[src/rtl/rptr_level_ctrl_if.sv]
`default_nettype none
// ============================================================================
// Module  : rptr_level_ctrl_if
// Brief   : Read-side FIFO bus between the pointer/level controller and its peers.
// Revision: 1.0
// ============================================================================
interface rptr_level_ctrl_if #(
    parameter int ADDRSIZE = 4,
    parameter int DATASIZE = 8
);
    logic                  rinc;
    logic [ADDRSIZE:0]     rq2_wptr;
    logic [ADDRSIZE+1:0]   rthresh;
    logic                  rclr_err;
    logic [DATASIZE-1:0]   rmem_data;
    logic [ADDRSIZE-1:0]   raddr;
    logic [ADDRSIZE:0]     rptr;
    logic [DATASIZE-1:0]   rdata;
    logic                  rvalid;
    logic                  rempty;
    logic                  rarempty;
    logic [ADDRSIZE+1:0]   rlevel;
    logic                  runderflow;

    modport slave (
        input  rinc, rq2_wptr, rthresh, rclr_err, rmem_data,
        output raddr, rptr, rdata, rvalid, rempty, rarempty, rlevel, runderflow
    );

    modport master (
        output rinc, rq2_wptr, rthresh, rclr_err, rmem_data,
        input  raddr, rptr, rdata, rvalid, rempty, rarempty, rlevel, runderflow
    );
endinterface
`default_nettype wire

[src/rtl/rptr_level_ctrl.sv]
`default_nettype none
// ============================================================================
// Module  : rptr_level_ctrl
// Brief   : Async-FIFO read pointer, fill level, almost-empty, underflow, FWFT.
// Revision: 1.0
// ============================================================================
module rptr_level_ctrl #(
    parameter int ADDRSIZE = 4,
    parameter int DATASIZE = 8,
    parameter int FWFT     = 0
) (
    input  wire logic        rclk,
    input  wire logic        rrst_n,
    rptr_level_ctrl_if.slave bus
);
    localparam int PW = ADDRSIZE + 1;
    localparam int LW = ADDRSIZE + 2;

    logic [PW-1:0]       rbin_q, rbin_d, rptr_q, rgray_d, wbin;
    logic                mem_empty_q, mem_empty_d;
    logic                pop, rvalid, lvl_inc;
    logic [LW-1:0]       memlvl_d, level_d, rlevel_q;
    logic                rarempty_q, rarempty_d;
    logic                runderflow_q, runderflow_d;
    logic [DATASIZE-1:0] rdata;

    // Gray-to-binary: each binary bit is the XOR of all Gray bits at and above it
    always_comb begin
        wbin = '0;
        for (int i = 0; i < PW; i++) begin
            wbin[i] = ^(bus.rq2_wptr >> i);
        end
    end

    assign rbin_d       = rbin_q + {{(PW-1){1'b0}}, pop};
    assign rgray_d      = (rbin_d >> 1) ^ rbin_d;
    assign mem_empty_d  = (rgray_d == bus.rq2_wptr);
    assign memlvl_d     = {1'b0, wbin - rbin_d};
    assign level_d      = memlvl_d + {{(LW-1){1'b0}}, lvl_inc};
    assign rarempty_d   = (level_d <= bus.rthresh);
    // A pop request against an empty user view sets the flag; set beats clear
    assign runderflow_d = (bus.rinc & ~rvalid) | (runderflow_q & ~bus.rclr_err);

    always_ff @(posedge rclk or negedge rrst_n) begin
        if (!rrst_n) begin
            rbin_q       <= '0;
            rptr_q       <= '0;
            mem_empty_q  <= 1'b1;
            rlevel_q     <= '0;
            rarempty_q   <= 1'b1;
            runderflow_q <= 1'b0;
        end else begin
            rbin_q       <= rbin_d;
            rptr_q       <= rgray_d;
            mem_empty_q  <= mem_empty_d;
            rlevel_q     <= level_d;
            rarempty_q   <= rarempty_d;
            runderflow_q <= runderflow_d;
        end
    end

    generate
        if (FWFT != 0) begin : g_fwft
            typedef enum logic [0:0] {
                S_IDLE = 1'b0,
                S_FULL = 1'b1
            } state_t;

            state_t              state_q, state_d;
            logic [DATASIZE-1:0] rdata_q, rdata_d;
            logic                pop_w;

            always_ff @(posedge rclk or negedge rrst_n) begin
                if (!rrst_n) begin
                    state_q <= S_IDLE;
                    rdata_q <= '0;
                end else begin
                    state_q <= state_d;
                    rdata_q <= rdata_d;
                end
            end

            // Staged word is replaced in the same cycle it is consumed, so no bubble
            always_comb begin
                state_d = state_q;
                rdata_d = rdata_q;
                pop_w   = 1'b0;
                case (state_q)
                    S_IDLE: begin
                        if (!mem_empty_q) begin
                            pop_w   = 1'b1;
                            rdata_d = bus.rmem_data;
                            state_d = S_FULL;
                        end
                    end
                    S_FULL: begin
                        if (bus.rinc) begin
                            if (!mem_empty_q) begin
                                pop_w   = 1'b1;
                                rdata_d = bus.rmem_data;
                            end else begin
                                state_d = S_IDLE;
                            end
                        end
                    end
                    default: state_d = S_IDLE;
                endcase
            end

            assign pop     = pop_w;
            assign rvalid  = (state_q == S_FULL);
            assign lvl_inc = (state_d == S_FULL);
            assign rdata   = rdata_q;
        end else begin : g_std
            assign pop     = bus.rinc & ~mem_empty_q;
            assign rvalid  = ~mem_empty_q;
            assign lvl_inc = 1'b0;
            assign rdata   = bus.rmem_data;
        end
    endgenerate

    assign bus.raddr      = rbin_q[ADDRSIZE-1:0];
    assign bus.rptr       = rptr_q;
    assign bus.rdata      = rdata;
    assign bus.rvalid     = rvalid;
    assign bus.rempty     = ~rvalid;
    assign bus.rarempty   = rarempty_q;
    assign bus.rlevel     = rlevel_q;
    assign bus.runderflow = runderflow_q;
endmodule
`default_nettype wire

[src/flat_wrapper.sv]
// flat-port wrapper written by rule: the top's interface ports become plain ports
module rptr_level_ctrl_flat 
#(
    parameter int ADDRSIZE = 4,
    parameter int DATASIZE = 8,
    parameter int FWFT     = 0
)
  (rclk, rrst_n, bus_rinc, bus_rq2_wptr, bus_rthresh, bus_rclr_err, bus_rmem_data, bus_raddr, bus_rptr, bus_rdata, bus_rvalid, bus_rempty, bus_rarempty, bus_rlevel, bus_runderflow);
  rptr_level_ctrl_if #(.ADDRSIZE(ADDRSIZE), .DATASIZE(DATASIZE)) bus_i ();
  input  wire logic rclk;
  input  wire logic rrst_n;
  input wire logic [$bits(bus_i.rinc)-1:0] bus_rinc;
  input wire logic [$bits(bus_i.rq2_wptr)-1:0] bus_rq2_wptr;
  input wire logic [$bits(bus_i.rthresh)-1:0] bus_rthresh;
  input wire logic [$bits(bus_i.rclr_err)-1:0] bus_rclr_err;
  input wire logic [$bits(bus_i.rmem_data)-1:0] bus_rmem_data;
  output wire logic [$bits(bus_i.raddr)-1:0] bus_raddr;
  output wire logic [$bits(bus_i.rptr)-1:0] bus_rptr;
  output wire logic [$bits(bus_i.rdata)-1:0] bus_rdata;
  output wire logic [$bits(bus_i.rvalid)-1:0] bus_rvalid;
  output wire logic [$bits(bus_i.rempty)-1:0] bus_rempty;
  output wire logic [$bits(bus_i.rarempty)-1:0] bus_rarempty;
  output wire logic [$bits(bus_i.rlevel)-1:0] bus_rlevel;
  output wire logic [$bits(bus_i.runderflow)-1:0] bus_runderflow;
  assign bus_i.rinc = bus_rinc;
  assign bus_i.rq2_wptr = bus_rq2_wptr;
  assign bus_i.rthresh = bus_rthresh;
  assign bus_i.rclr_err = bus_rclr_err;
  assign bus_i.rmem_data = bus_rmem_data;
  assign bus_raddr = bus_i.raddr;
  assign bus_rptr = bus_i.rptr;
  assign bus_rdata = bus_i.rdata;
  assign bus_rvalid = bus_i.rvalid;
  assign bus_rempty = bus_i.rempty;
  assign bus_rarempty = bus_i.rarempty;
  assign bus_rlevel = bus_i.rlevel;
  assign bus_runderflow = bus_i.runderflow;
  rptr_level_ctrl #(.ADDRSIZE(ADDRSIZE), .DATASIZE(DATASIZE), .FWFT(FWFT)) u_core (.rclk(rclk), .rrst_n(rrst_n), .bus(bus_i));
endmodule
[config.mk]
export PLATFORM = sky130hd
export DESIGN_NAME = rptr_level_ctrl_flat
export DESIGN_NICKNAME = d
export VERILOG_FILES = /design/src/rtl/rptr_level_ctrl_if.sv /design/src/rtl/rptr_level_ctrl.sv /design/src/flat_wrapper.sv
export SDC_FILE = /design/constraint.sdc
export NUM_CORES = 1
export LEC_CHECK = 0
export BUFFER_PORTS_ARGS = -buffer_cell sky130_fd_sc_hd__clkbuf_2
export CAP_MARGIN = 20
export CORE_UTILIZATION = 46
export CTS_CLUSTER_DIAMETER = 150
export DETAILED_ROUTE_END_ITERATION = 10
export PLACE_DENSITY = 0.91
export SLEW_MARGIN = 25
export SYNTH_ARGS = -nofsm -noshare
export SYNTH_HDL_FRONTEND = slang
export SYNTH_SLANG_ARGS = --single-unit
export TNS_END_PERCENT = 1
[constraint.sdc]
create_clock -name rclk -period 4.86 [get_ports rclk]
set_input_delay 0.729 -clock rclk [delete_from_list [all_inputs] [get_ports rclk]]
set_output_delay 0.729 -clock rclk [all_outputs]
set_load 0.02 [all_outputs]
# ---- Yosys cells after proc, flatten, opt, wreduce, memory -nomap -nowiden
# Index checks and enable logic that the tools add are counted.
# Widths: inputs -> output; s select.
dict set report totals {
  romBits 0
  latch_bits 0
  ram_bits 0
  in_bits 23
  register_bits 18
  mem_count 0
  output_inout_bits 27
}
dict set report classes {
  magnitude_cmp 1
  addsub 2
  mux 0
  mul 0
  n_bitwise 7
  shifts 0
  n_eq_ne 1
  reduce_logical 5
  n_div 0
}
# cell count
set ops {}
lappend ops {{$reduce_xor 5->1} 5}
lappend ops {{$le 5x6->1} 1}
lappend ops {{$add 5x1->5} 1}
lappend ops {{$eq 5x5->1} 1}
lappend ops {{$sub 5x5->5} 1}
lappend ops {{$xor 4x5->5} 1}
lappend ops {{$and 1x1->1} 3}
lappend ops {{$not 1->1} 2}
lappend ops {{$or 1x1->1} 1}

# ---- Logic depth before layout (Yosys ltp)
# Gate-level depths: netlist (run 1).
dict set report logic_depth {
  word_depth 5
  mapped_depth 14
}

# ---- Worst setup path after synthesis (run 1)
# OpenSTA, ideal clock, no wires.
dict set report synth_timing {
  path_kind {input port to flip-flop}
  from {input port bus_rq2_wptr[3]}
  to {register u_core.rarempty_q, in the netlist u_core.bus.rarempty}
  t_required_ns 4.781
  stages 13
  arrival_time_ns 3.223
  setup_slack_ns 1.558
  path_buffers 0
  cell_sequence {xor2_1 xnor2_1 xor2_1 xor2_1 ha_1 fa_1 inv_1 ha_1 nor2b_1 o21a_1 o21a_1 o21a_1 o21ai_0}
}
dict set report synth_between {
  elab_chain_len 3
}
# item line_no
set synth_rtl {}
lappend synth_rtl {{start, declared} flat_wrapper.sv:13} ;# input wire logic [$bits(bus_i.rq2_wptr)-1:0] bus_rq2_wptr;
lappend synth_rtl {{$reduce_xor 5->1} rptr_level_ctrl.sv:31} ;# wbin[i] = ^(bus.rq2_wptr >> i);
lappend synth_rtl {{$sub 5x5->5 (*)} rptr_level_ctrl.sv:38} ;# assign memlvl_d = {1'b0, wbin - rbin_d};
lappend synth_rtl {{named net u_core.level_d[1]} rptr_level_ctrl.sv:22} ;# logic [LW-1:0] memlvl_d, level_d, rlevel_q;
lappend synth_rtl {{$le 5x6->1 (*)} rptr_level_ctrl.sv:40} ;# assign rarempty_d = (level_d <= bus.rthresh);
lappend synth_rtl {{named net u_core.rarempty_d} rptr_level_ctrl.sv:23} ;# logic rarempty_q, rarempty_d;
lappend synth_rtl {{end signal, assigned} rptr_level_ctrl.sv:57} ;# rarempty_q <= rarempty_d;
lappend synth_rtl {{end, declared} rptr_level_ctrl.sv:23}
# Mark *: on every way through the listed nets, which the timed path passes. The rest lies on a longest branch.

# ---- Final worst setup path (run 1)
dict set report layout_timing {
  from {input port bus_rq2_wptr[4]}
  to {register u_core.rarempty_q, in the netlist u_core.bus.rarempty}
}
# Same word-level chain as after synthesis.

==> results.toml, run 1 <==
[outcome]
run_status = "completed"

[final_layout]
fin_cells = 156
syn_to_final_growth_pct = 13.2
num_antenna_cells = 0
layout.filler_cells = 198
design.final.nets = 164
drive_above_1_share = 0.313
multi_input_comb_area_sq_um = 512
register_area_sq_um = 428

[job]
maxCapViolations = 0

[worst_setup_path]
crit_slowest_cell = "sky130_fd_sc_hd__fa_1"
worst_setup_path_end_kind = "flop"
timing.rr.start = "u_core.bus.rempty"
cp_data_required_time_ns = 5.08
critical_setup_path_kind = "in2reg"
crit_path_cell_trace = "clkbuf_2 -> xor2_1 -> xnor2_1 -> xor2_1 -> xor2_1 -> ha_1 -> fa_1 -> inv_1 -> a21o_1 -> a21oi_1 -> xnor2_1 -> ha_1 -> and3_1 -> a31oi_1 -> o21ai_0"
worst_path_largest_cell_delay_ns = 0.41
path_max_fanout = 3
cp_common_cell = "sky130_fd_sc_hd__xor2_1"
timing.critical_path.arrival_ns = 3.56
timing.critical_path.from_type = "input port"
regToRegEndpoint = "u_core.bus.rarempty"
reg2regPathDepth = 12
reg2reg_setup_slack_ns = 1.82

[grt]
grt_first_pass_wirelength_mm = 3.22
via_count_of_the_first_global_routing_pass = 768
groute.layer.met2.usage = 0.296
grt_start_max_net_pins = 18
groute.layer.met3.usage = 0.0455
initial_antenna_violation_count = 0
gr-total-overflow = 0
grt_util_met1 = 0.192
global_route.peak_usage_layer = "met2"
grt.total_usage = 0.177

[timing]
count_of_endpoints_failing_setup_in_the_final_report = 0
timing_max_transition_violations_final = 0
unrepaired_setup_endpoints_after_global_routing = "no"
clk_skew_ns = 0.00351
holdWs_ns = 0.350
totalNegativeSetupSlack_ns = 0
fin_crit_sh = 0.687
post-route-min-period_ns = 3.34
clock.fmax_mhz = 300
finalHoldViolCount = 0

[power_and_ir_drop]
cellPowerDensity_mw_per_mm2 = 859
worst_ir_drop_vdd_mv = 0.346
total_leakage_power_nw = 0.658

[clock_tree]
cts.path.max_buffers = 2
clk_pin_slew_ns = 0.09
worstSkewPairLatency_ns = 0.29
hold_buffers = 0
cts_tree = "yes"
quantity_of_gates_resized_following_cts = 0
cts_max_level = 1
cts_setup_buffers = 0
cts_root_buf = "sky130_fd_sc_hd__clkbuf_4"
clock_sink_count = 17
numCtsBuffers = 3

[placed_design]
dp.final_hpwl_mm = 1.58
placed_cells = 152
port_buffers = 32
routabilityCongestion = 0.721

[synth]
synthMostInstantiatedCell = "sky130_fd_sc_hd__inv_1"
synth_nets = 137
yosysUniqueCellTypes = 27
synth_top_cell_area_share = 0.348
synth-edff-count = 0
synth.ff_latch_count = 17
synth_async_sr_flop_share = 1.00
synth.top_cells.by_count = "16 x sky130_fd_sc_hd__inv_1, 15 x sky130_fd_sc_hd__dfrtp_1, 11 x sky130_fd_sc_hd__ha_1"
synth_area_sq_mm = 0.00108
post_synth_main_area_contributors = "sky130_fd_sc_hd__dfrtp_1 35%, sky130_fd_sc_hd__ha_1 13%, sky130_fd_sc_hd__xor2_1 8.1%, sky130_fd_sc_hd__xnor2_1 7.3%, sky130_fd_sc_hd__buf_4 6.3%"
count_of_mapped_cells_out_of_synthesis = 102
avgSynthCellArea_sq_um = 10.6
yosys_warnings = 0
synth.largest_area_cell = "sky130_fd_sc_hd__dfrtp_1"
yosys_most_used_dff = "sky130_fd_sc_hd__dfrtp_1"
yosysSeqAreaShare = 0.397

[die]
floorplan.die.width_microns = 50.4
floorplan.die.height_microns = 50.4
initial_core_util = 0.488
core_sq_mm = 0.00221
floorplan.die_area_sq_mm = 0.00254
placementRows = 17
num_io_pins = 50

[route]
drt_drc_violations_left = 0
drt_wl_total_mm = 1.88
route.detailed.vias_per_inst = 4.82
firstDrtPassIters = 6
avgRoutedWirePerCell_microns = 12.1
detail_route.iter0.violations = 8
drt.antenna.violating_nets = 0
detailroute.via_count = 752

[worst_hold_path]
timing.hold.worst.class = "in2async"
-- area by class of cell --
| class | instances | area share |
|---|---|---|
| timing repair buffer | 32 | 0.131 |
| sequential | 17 | 0.350 |
| inverter | 16 | 0.0492 |
| clock buffer | 4 | 0.0215 |
| multi-input combinational | 59 | 0.419 |
| tap | 28 | 0.0287 |
-- critical path: cells and delay by family --
| family | cells | cell delay [ns] |
|---|---|---|
| fa+ha+maj | 3 | 0.94 |
| simple gates | 1 | 0.18 |
| buf+inv | 2 | 0.19 |
| xor+xnor | 5 | 1.05 |
| compound gates | 4 | 0.46 |
-- power by group --
part	switching [W]	total, W	internal [W]
logic	0.000401	0.000704	0.000303
registers	0.0000464	0.000268	0.000222
clock network	0.0000438	0.0000758	0.0000320
-- worst max path at each step --
stage | startpoint | to | slack [ns] | cells after the start
3_5_place_dp | bus_rq2_wptr[4] | u_core.bus.rarempty | 1.21 | 15
2_1_floorplan | bus_rq2_wptr[3] | u_core.bus.rarempty | 1.56 | 13
6_report | bus_rq2_wptr[4] | u_core.bus.rarempty | 1.52 | 15
4_1_cts | bus_rq2_wptr[4] | u_core.bus.rarempty | 1.52 | 14
3_3_place_gp | bus_rq2_wptr[4] | u_core.bus.rarempty | 1.33 | 14
5_1_grt | bus_rq2_wptr[4] | u_core.bus.rarempty | 1.30 | 15
-- sequential cells by signal, indices dropped and copies added (netlist names) --
name,count
u_core.bus.rarempty,1
u_core.bus.rempty,1
u_core.bus.rlevel,5
u_core.bus.rptr,4
u_core.bus.runderflow,1
u_core.rbin_q,5
-- placed cells by master (no fill, tap or decap) --
cell and count:
sky130_fd_sc_hd__clkbuf_2 32, sky130_fd_sc_hd__inv_1 16, sky130_fd_sc_hd__dfrtp_1 15, sky130_fd_sc_hd__ha_1 11, sky130_fd_sc_hd__xor2_1 10, sky130_fd_sc_hd__xnor2_1 9, sky130_fd_sc_hd__nand2_1 3, sky130_fd_sc_hd__o21a_1 3
sky130_fd_sc_hd__clkbuf_4 3, sky130_fd_sc_hd__nand3_1 2, sky130_fd_sc_hd__a21o_1 2, sky130_fd_sc_hd__a21oi_1 2, sky130_fd_sc_hd__nor2b_1 2, sky130_fd_sc_hd__and3_1 2, sky130_fd_sc_hd__o21ai_0 2, sky130_fd_sc_hd__dfstp_2 2
sky130_fd_sc_hd__xnor2_2 1, sky130_fd_sc_hd__a21boi_1 1, sky130_fd_sc_hd__nand3b_1 1, sky130_fd_sc_hd__o211a_1 1, sky130_fd_sc_hd__a22oi_2 1, sky130_fd_sc_hd__a31oi_1 1, sky130_fd_sc_hd__nor3_1 1, sky130_fd_sc_hd__o21ai_1 1
sky130_fd_sc_hd__nor3_2 1, sky130_fd_sc_hd__fa_1 1, sky130_fd_sc_hd__conb_1 1, sky130_fd_sc_hd__clkbuf_1 1
-- kinds of logic (layout without fill, tap and decap cells) --
kind of cell | count (synthesis) | after routing | share of synthesized area
buf+inv | 26 | 52 | 0.129
simple gates | 12 | 12 | 0.0638
other cells | 1 | 1 | 0.00348
fa+ha+maj | 12 | 12 | 0.146
flops | 17 | 17 | 0.397
compound gates | 14 | 14 | 0.0916
xor+xnor | 20 | 20 | 0.169
-- routing by layer --
metal / wire length [microns] / part of all wire / vias to the layer above
met5: 0 / 0 / -
met4: 49 / 0.026 / 0
met3: 104 / 0.055 / 4
met2: 953 / 0.51 / 25
met1: 773 / 0.41 / 355
li1: - / - / 368
-- per-stage QoR --
step           cell area [sq um]   util  power [W]  setup slack [ns]
2_1_floorplan               1080      -   0.000811              1.56
3_3_place_gp                1190  0.540   0.000934              1.33
3_5_place_dp                1190  0.540   0.000978              1.21
4_1_cts                     1220  0.552    0.00106              1.52
5_1_grt                     1220  0.552    0.00114              1.30
6_report                    1220  0.552    0.00105              1.52
No activity file was read; power rests on OpenSTA's default activity.
==> run 2, diff against run 1 <==
- ABC_AREA: not set -> 1
- PLACE_DENSITY: 0.91 -> 0.9
- clock period: 4.86 -> 3.25 ns (I/O delays scaled with it)
==> run 2 against run 1 <==
  * Hold slack worse by 0.24 ns
  * Power up 46%
  * Synthesized cell count up 33%
  * Final area up 4.2%
  * Critical path depth unchanged
  * First-iteration DRC count rose to 4.9 times the previous value
  * Die area up 4.6%
  * Sequential share of layout area down 1.4 points
  * Flip-flop and latch count unchanged
  * Count of clock-buffer cells in the layout unchanged
  * Core utilization up 1.2 points
  * Largest cell class unchanged
==> results.toml, run 2 <==
[power_and_ir_drop]
p_sw_frac = 0.515
clock_power_share = 0.073
pwr-share-seq = 0.253
total_leakage_power_nw = 0.730
worst_ir_drop_vdd_mv = 0.542
cellPowerDensity_mw_per_mm2 = 1200
p_comb_frac = 0.674
netSwitchingPower_w = 0.000786
internal_power_w = 0.000741

[die]
floorplan.die.height_microns = 51.6
initial_core_util = 0.501
floorplan.die_area_sq_mm = 0.00266
core_sq_mm = 0.00225
placementRows = 17
num_io_pins = 50
floorplan.die.width_microns = 51.6

[synth]
synth-edff-count = 0
synth.top_cells.by_count = "33 x sky130_fd_sc_hd__nand2_1, 22 x sky130_fd_sc_hd__inv_1, 15 x sky130_fd_sc_hd__dfrtp_1"
proportion_of_synthesized_area_in_mux_cells = 0
synth_top_cell_area_share = 0.332
count_of_mapped_cells_out_of_synthesis = 136
synth_top_family_by_area = "simple AND/OR/NAND/NOR gates"
yosys_warnings = 0
yosys.area_share.simple = 0.219
fraction_of_synthesized_cell_area_in_xor_and_xnor_cells = 0.0687
yosys_most_used_dff = "sky130_fd_sc_hd__dfrtp_1"
yosys.area_share.adder = 0.140
post_synth_main_area_contributors = "sky130_fd_sc_hd__dfrtp_1 33%, sky130_fd_sc_hd__ha_1 12%, sky130_fd_sc_hd__nand2_1 11%, sky130_fd_sc_hd__inv_1 7.3%, sky130_fd_sc_hd__buf_4 6.0%"
yosysUniqueCellTypes = 23
synth-compound-area-share = 0.0410
synthMostInstantiatedCell = "sky130_fd_sc_hd__nand2_1"
synth_async_sr_flop_share = 1.00
synth.largest_area_cell = "sky130_fd_sc_hd__dfrtp_1"
avgSynthCellArea_sq_um = 8.31
yosysSeqAreaShare = 0.379
synth.ff_latch_count = 17
synth_area_sq_mm = 0.00113
synth_nets = 171

[timing]
clock.fmax_mhz = 337
totalNegativeSetupSlack_ns = 0
timing_max_transition_violations_final = 0
finalHoldViolCount = 0
fin_crit_sh = 0.912
clk_skew_ns = 0.00110
count_of_endpoints_failing_setup_in_the_final_report = 0
post-route-min-period_ns = 2.96
unrepaired_setup_endpoints_after_global_routing = "no"

[worst_setup_path]
timing.critical_path.from_type = "flop"
cp_common_cell = "sky130_fd_sc_hd__ha_1"
timing.rr.start = "u_core.bus.rempty"
critical_setup_path_kind = "reg2reg"
worst_setup_path_end_kind = "flop"
reg2regPathDepth = 15
regToRegEndpoint = "u_core.bus.rarempty"
crit_slowest_cell = "sky130_fd_sc_hd__dfstp_2"
path_max_fanout = 5
crit_path_cell_trace = "nor2_1 -> ha_1 -> ha_1 -> nand2_1 -> nand2_2 -> ha_1 -> nand2_1 -> nor2_1 -> a211oi_1 -> xnor2_1 -> inv_1 -> ha_1 -> a21oi_1 -> a21oi_1 -> nand2_1"
reg2reg_setup_slack_ns = 0.29
timing.critical_path.arrival_ns = 3.19
cp_data_required_time_ns = 3.48
worst_path_largest_cell_delay_ns = 0.55

[job]
maxCapViolations = 0

[clock_tree]
quantity_of_gates_resized_following_cts = 0
cts_max_level = 1
cts_root_buf = "sky130_fd_sc_hd__clkbuf_4"
numCtsBuffers = 3
cts_tree = "yes"
worstSkewPairLatency_ns = 0.29
cts.path.max_buffers = 2
clock_sink_count = 17
cts_setup_buffers = 0
clk_pin_slew_ns = 0.09
hold_buffers = 0

[outcome]
run_status = "completed"

[placed_design]
port_buffers = 32
routabilityCongestion = 0.881
dp.final_hpwl_mm = 2.01

[final_layout]
syn_to_final_growth_pct = 12.6
design.final.nets = 198
finalCoreUtilization = 0.564
most-common-layout-cells = "33 x sky130_fd_sc_hd__nand2_1, 32 x sky130_fd_sc_hd__clkbuf_2, 22 x sky130_fd_sc_hd__inv_1"
leading_cell_type_in_the_layout_fill_and_taps_excluded = "sky130_fd_sc_hd__nand2_1"
num_antenna_cells = 0
drive_above_1_share = 0.259
layout.filler_cells = 215

[route]
route.detailed.vias_per_inst = 5.22
detailroute.via_count = 991
drt.antenna.violating_nets = 0
drt_wl_total_mm = 2.47
avgRoutedWirePerCell_microns = 13.0
detail_route.iter0.violations = 39
firstDrtPassIters = 4
drt_drc_violations_left = 0

[grt]
via_count_of_the_first_global_routing_pass = 929
gr-total-overflow = 0
grt_start_max_net_pins = 18
grt.total_usage = 0.199
initial_antenna_violation_count = 0
grt_first_pass_wirelength_mm = 3.84

[worst_hold_path]
timing.hold.worst.class = "in2async"
==> run 2: final cells by class <==
type,instances,area [sq um],share of cell area
multi-input combinational,85,533,0.419
sequential,17,428,0.336
timing repair buffer,32,160,0.126
inverter,24,90.1,0.0708
tap,28,35.0,0.0275
clock buffer,4,26.3,0.0206
==> run 2: cells by family after synthesis <==
group           count (synthesis)
xor+xnor                        8
buf+inv                        34
other cells                     1
fa+ha+maj                      12
simple gates                   56
compound gates                  8
flops                          17
==> run 2: through the flow <==
step	instances	hold slack, ns	power (W)	area, sq um	setup WS, ns
after floorplan	136	0.192	0.00114	1130	0.509
after global placement	186	0.430	0.00132	1250	0.310
after detailed placement	186	0.438	0.00141	1250	0.141
after CTS	190	0.122	0.00152	1270	0.301
after global routing	190	0.151	0.00165	1270	0.133
final	190	0.109	0.00153	1270	0.287
==> run 2: worst max path at each step <==
stage,startpoint,end
after floorplan,u_core.bus.rempty,u_core.bus.rarempty
after global placement,bus_rq2_wptr[3],u_core.bus.rarempty
after detailed placement,bus_rq2_wptr[3],u_core.bus.rarempty
after CTS,u_core.bus.rempty,u_core.bus.rarempty
after global routing,u_core.bus.rempty,u_core.bus.rarempty
final,u_core.bus.rempty,u_core.bus.rarempty
==> run 2: metal layers <==
layer / global-route usage / routed length [microns]
met5: 0 / 0
met4: 0.140 / 86
met3: 0.0175 / 162
met2: 0.372 / 1320
met1: 0.204 / 893
==> run 2: critical path, delay by kind of cell (launching register included) <==
family          cells  cell delay, ns
fa+ha+maj           4            1.13
compound gates      3            0.49
flops               1            0.55
buf+inv             1            0.07
xor+xnor            1            0.16
simple gates        6            0.49
==> run 2: power groups by stage <==
stage / Sequential, W / Combinational [W] / Clock, W
after floorplan: 0.000500 / 0.000641 / 0
after global placement: 0.000383 / 0.000937 / 0
after detailed placement: 0.000391 / 0.00102 / 0
after CTS: 0.000386 / 0.00102 / 0.000113
after global routing: 0.000396 / 0.00114 / 0.000123
final: 0.000387 / 0.00103 / 0.000112
